## src/rtl/dmem_arbiter.sv

```systemverilog
// dmem_arbiter: round-robin arbiter sharing one synchronous data memory between the CPU MEM stage and a loader/debug port
module dmem_arbiter #(
  parameter int ADDR_W = 8,
  parameter int DATA_W = 32
) (
  input  logic              clock,
  input  logic              reset,
  input  logic              cpu_req,
  input  logic              cpu_we,
  input  logic [ADDR_W-1:0] cpu_addr,
  input  logic [DATA_W-1:0] cpu_wdata,
  output logic [DATA_W-1:0] cpu_rdata,
  output logic              cpu_ack,
  output logic              cpu_stall,
  input  logic              dbg_req,
  input  logic              dbg_we,
  input  logic [ADDR_W-1:0] dbg_addr,
  input  logic [DATA_W-1:0] dbg_wdata,
  input  logic              dbg_lock,
  output logic [DATA_W-1:0] dbg_rdata,
  output logic              dbg_ack,
  output logic              mem_en,
  output logic              mem_we,
  output logic [ADDR_W-1:0] mem_addr,
  output logic [DATA_W-1:0] mem_wdata,
  input  logic [DATA_W-1:0] mem_rdata
);
  typedef enum logic [1:0] {IDLE, ISSUE, RESP} state_t;
  localparam logic CPU = 1'b0;
  localparam logic DBG = 1'b1;
  state_t state, state_nx;
  logic owner, last_owner, cmd_we;
  logic [ADDR_W-1:0] cmd_addr;
  logic [DATA_W-1:0] cmd_wdata;
  logic cpu_elig, dbg_elig, grant, gnt_dbg;
  // the port being answered in RESP may not win the immediate re-grant
  always_comb begin
    cpu_elig = cpu_req & ~dbg_lock & ~((state == RESP) & (owner == CPU));
    dbg_elig = dbg_req & ~((state == RESP) & (owner == DBG));
    gnt_dbg  = (cpu_elig & dbg_elig) ? (last_owner == CPU) : dbg_elig;
    grant    = (state != ISSUE) & (cpu_elig | dbg_elig);
    state_nx = grant ? ISSUE : (state == ISSUE) ? RESP : IDLE;
  end
  always_ff @(posedge clock)
    if (!reset) state <= IDLE;
    else state <= state_nx;
  always_ff @(posedge clock)
    if (!reset) begin
      owner      <= CPU;
      last_owner <= DBG;
      cmd_we     <= 1'b0;
      cmd_addr   <= '0;
      cmd_wdata  <= '0;
    end else if (grant) begin
      owner      <= gnt_dbg;
      last_owner <= gnt_dbg;
      cmd_we     <= gnt_dbg ? dbg_we : cpu_we;
      cmd_addr   <= gnt_dbg ? dbg_addr : cpu_addr;
      cmd_wdata  <= gnt_dbg ? dbg_wdata : cpu_wdata;
    end
  // gating with reset keeps an access caught by reset from touching memory or acking
  always_comb begin
    mem_en    = reset & (state == ISSUE);
    mem_we    = mem_en & cmd_we;
    mem_addr  = cmd_addr;
    mem_wdata = cmd_wdata;
    cpu_ack   = reset & (state == RESP) & (owner == CPU);
    dbg_ack   = reset & (state == RESP) & (owner == DBG);
    cpu_rdata = cpu_ack ? mem_rdata : '0;
    dbg_rdata = dbg_ack ? mem_rdata : '0;
    cpu_stall = cpu_req & ~cpu_ack;
  end
endmodule

```

## config.mk

```make
export PLATFORM = sky130hd
export DESIGN_NAME = dmem_arbiter
export DESIGN_NICKNAME = d
export VERILOG_FILES = /design/src/rtl/dmem_arbiter.sv
export SDC_FILE = /design/constraint.sdc
export NUM_CORES = 1
export LEC_CHECK = 0
export CAP_MARGIN = 20
export CORE_UTILIZATION = 33
export CTS_CLUSTER_SIZE = 20
export DETAILED_ROUTE_END_ITERATION = 12
export HOLD_SLACK_MARGIN = 0.05
export PLACE_DENSITY = 0.83
export SLEW_MARGIN = 0
export SYNTH_ARGS = -nofsm -noshare
export SYNTH_HDL_FRONTEND = slang
export SYNTH_SLANG_ARGS = --single-unit
```

## constraint.sdc

```tcl
create_clock -name clock -period 1.98 [get_ports clock]
set_input_delay 0.198 -clock clock [delete_from_list [all_inputs] [get_ports clock]]
set_output_delay 0.198 -clock clock [all_outputs]
set_load 0.01 [all_outputs]
```

# --- Word-level counts from Yosys, hierarchy flattened ---
# Index checks and enable logic that the tools add are counted.
totals:
  regBits: 45
  input_bits: 119
  output_inout_bits: 109
  word_cells: 40
op_classes:
  n_eq_ne: 3
  muxes: 8
  n_bitwise: 21
  n_reduce_logical: 1
ops:
  columns: ["operator", "n"]
  rows:
  - ["$mux W32", 3]
  - ["$and A1 B1 Y1", 13]
  - ["$mux W8", 1]
  - ["$not A1 Y1", 7]
  - ["$mux W1", 3]
  - ["$eq A2 B1 Y1 const B", 1]
  - ["$eq A2 B2 Y1 const B", 1]
  - ["$mux W2", 1]
  - ["$ne A2 B1 Y1 const B", 1]
  - ["$reduce_or A2 Y1", 1]
  - ["$or A1 B1 Y1", 1]

# --- Logic depth before layout (Yosys ltp) ---
logic_depth:
  word_depth: 7
  depth_mapped: 6
  mapped_depth_nobuf: 4

# --- Worst setup path before layout ---
# OpenSTA, ideal clock, no wires.
synth_path:
  path_type: "flip-flop to flip-flop"
  from: "reg state[0]"
  to: "reg cmd_we"
  setup_time_ns: 0.115
  t_arrival_ns: 1.321
  required_time_ns: 1.865
  setup_slack_ns: 0.543
  path_stages_with_launch: 7
  n_path_buf: 2
  period_less_slack_ns: 1.437
  cell_sequence: "dfxtp_1 > nor2b_1 > o311ai_2 > buf_4 > buf_6 > mux2i_1 > o2bb2ai_2"
synth_via:
  elab_chain_cells: 7
  word_cells_on_any_way: 13
  cone_classes: "eq/ne: 2; mux: 2; bitwise: 9"
synth_lines:
  columns: ["item", "line_no", "rtl"]
  rows:
  - ["start, declared", "31", "state_t state, state_nx;"]
  - ["start signal, assigned", "46", "else state <= state_nx;"]
  - ["$eq A2 B2 Y1", "38, 39", null]
  - ["$and A1 B1 Y1, on equally long branches", "38, 39", null]
  - ["$not A1 Y1, on equally long branches", "38, 39", null]
  - ["$and A1 B1 Y1, on equally long branches", "38, 39", null]
  - ["$and A1 B1 Y1", "40", "gnt_dbg = (cpu_elig & dbg_elig) ? (last_owner == CPU) : dbg_elig;"]
  - ["$mux W1", "40", null]
  - ["$mux W1", "57", "cmd_we <= gnt_dbg ? dbg_we : cpu_we;"]
  - ["end signal, assigned", "57", null]
  - ["end, declared", "32", "logic owner, last_owner, cmd_we;"]
# Parallel ways exist; a longest one is shown, timed or not.
# A chain may end at the register's enable or synchronous reset.

# --- Worst setup path after layout ---
layout_path:
  from: "reg state[1]"
  to: "out cpu_stall"
layout_via:
  elab_chain_cells: 5
layout_lines:
  columns: ["item", "line_no", "rtl"]
  rows:
  - ["$eq A2 B2 Y1", "67", "cpu_ack = reset & (state == RESP) & (owner == CPU);"]
  - ["$and A1 B1 Y1 (2 in a row)", "67", null]
  - ["$not A1 Y1", "71", "cpu_stall = cpu_req & ~cpu_ack;"]
  - ["$and A1 B1 Y1", "71", null]
  - ["end, declared", "14", "output logic cpu_stall,"]
# No other way between the ends.

==> reports/results.txt <==
Status -> finished, final reports clean
Clock Pin Slew Worst Setup and Hold Paths -> 0.09 ns
H-Tree Depth -> 2
Area added between synthesis and finish -> 93.8%
ANT cells -> 0
Clock Skew -> 0.00901 ns
TritonCTS clock tree -> yes
Initial Util -> 0.346
Worst-path fanout max -> 17
Post-route DRC -> 0
Via total after detailed routing -> 2810
Placed cell area -> 5110 sq um
Syn nets -> 362
1st-iter DRT viols -> 83
Synth Register Bits -> 45
Tmin final -> 1.91 ns
CP Data Arrival Time -> 1.72 ns
Clock root buffer -> clkbuf_8
Hold Crit Class -> in2reg
Total iterations of the first detailed-routing run -> 4
Leakage power total -> 2.64 nW
Sequential fraction of the synthesis area -> 0.332
WL/cell -> 17.0 microns
GRT Util Overall -> 0.214
DIE HEIGHT -> 92.7 microns
Finished Cell Area -> 5260 sq um
Cell variety after synth -> 27
Endpoint class of the critical path -> output port
Top-area cell type share of the netlist area -> 0.332
CTS buffer count -> 5
Mapped Area -> 2710 sq um
Commonest cells in the netlist -> 65 x and3_1, 45 x dfxtp_1, 41 x mux2i_1, 40 x o2bb2ai_2
Slew Viols, Final -> 0
Hold slack -> 0.426 ns
Share of layout cells above drive strength 1 -> 0.166
Count leader, synth -> and3_1
Slew HR -> 0.740
CP Launch Type -> flop
Final Cycle Share -> 0.967
Yosys warning count -> 0
Crit path kind -> reg2out
Port Buf Inserts -> 227
Vias in the first global route -> 2729
Number of synthesized flops with an enable pin -> 0
Pin count of the biggest net entering global routing -> 72
IO Pins -> 228
Most frequently used flop master after synthesis -> dfxtp_1
First-pass GRT wire length -> 14600 microns
Final setup violation count -> 0
Number of vias per cell -> 4.91
Post-route ant nets -> 0
RePlAce Congestion -> 0.721
Routed WL -> 9710 microns
Yosys top cell by area -> dfxtp_1
Final hold vios -> 0
Layout Nets -> 588
Fmax -> 0.522 GHz
CP required -> 1.78 ns
Initial antenna violation count -> 0
Clock latency on the worst-skew pair -> 0.29 ns
Power Density -> 502 nW/um^2
RSZ-0062 raised after global routing -> no
Final HPWL DP -> 7310 microns
Syn Inst Count -> 243
Die area -> 8590 sq um
# fillers -> 656
Maximum VDD drop -> 0.419 mV
Row Count -> 32
Max Buffers Root-to-Sink -> 2
Syn Area/Cell -> 11.2 sq um
Total gr overflow -> 0
CORE AREA -> 7850 sq um
Largest cells by area after synthesis -> dfxtp_1 33%, o2bb2ai_2 22%, mux2i_1 15%
Num Clock Sinks -> 45
Max_cap viols -> 0
Post-synth ARST share -> 0
Worst Tran Pin Value -> 0.390 ns
Die X -> 92.7 microns
## cells by family after synthesis
| kind of cell | share of synthesized area |
|---|---|
| mux | 0.151 |
| buf+inv | 0.0789 |
| simple gates | 0.187 |
| compound gates | 0.251 |
| flops | 0.332 |
## registers in the layout (all words and copies together) (netlist names)
| signal | count |
|---|---|
| state | 2 |
| mem_wdata | 32 |
| mem_addr | 8 |
| cmd_we | 1 |
| owner | 1 |
| last_owner | 1 |
## layout make-up
type	count	area (sq um)	share of cell area
clock buffer	6	72.6	0.0138
clock inverter	2	38.8	0.00738
inverter	3	11.3	0.00214
multi-input combinational	168	1620	0.308
sequential	45	905	0.172
tap	102	128	0.0243
timing repair buffer	246	2480	0.473
## layout by cell type (no fill, tap or decap), types with 2 or more instances in the layout
master           Yosys  layout
buf_4                1       9
o2bb2ai_2           40      40
dfxtp_1             45      42
buf_12               0       7
inv_1                2       2
and2_1               4       4
and3_1              65      65
mux2i_1             41      41
clkbuf_8             0       5
clkdlybuf4s50_1      0     160
nor2b_1              2       2
dfxtp_2              0       3
dlygate4sd2_1        0      66
## what timing repair did
item | CTS | global route
endpoints found under the setup margin | 67 | 3
setup buffers | 3 | 0
gates resized for setup | 71 | 2
hold buffers | 0 | 0
pin swaps | 1 | 0
cloned | 2 | 1
## final timing paths
path / to / slack [ns] / depth (start not counted) / start
worst max-delay path: cpu_stall / 0.07 / 6 / state[1]
worst min-delay path: last_owner / 0.43 / 3 / reset
worst max register to register: mem_wdata[3] / 0.35 / 5 / state[1]
worst min register to register: mem_wdata[14] / 0.48 / 1 / mem_wdata[14]
## stage by stage
stage                     setup TNS, ns  setup WS (ns)  power, W   util  std cells
after floorplan                       0          0.543   0.00146      -        243
after global placement                0        0.00730   0.00194  0.651        558
after detailed placement       -0.00574       -0.00574   0.00196  0.651        558
after CTS                             0         0.0183   0.00267  0.666        571
after global routing                  0         0.0156   0.00276  0.670        572
final                                 0         0.0654   0.00264  0.670        572
## critical path: stages (launching register included)
cell and delay, ns:
dfxtp_2 0.35, nor3b_4 0.15, buf_4 0.14, buf_16 0.14, and2_1 0.18, nor2b_1 0.17, dlygate4sd2_1 0.29
## metal layers
metal	vias up	routed length, microns	GRT usage
met1	1331	4020	0.268
met4	0	62	0.0359
li1	1367	-	-
met2	105	5000	0.380
met3	7	627	0.0484
met5	-	0	0
## report_power, final
| group | switching (W) | internal (W) |
|---|---|---|
| logic | 0.000348 | 0.000544 |
| clock network | 0.000311 | 0.000379 |
| registers | 0.0000655 | 0.000993 |
| total | 0.000725 | 0.00192 |
Power figures use the tool's default switching activity.
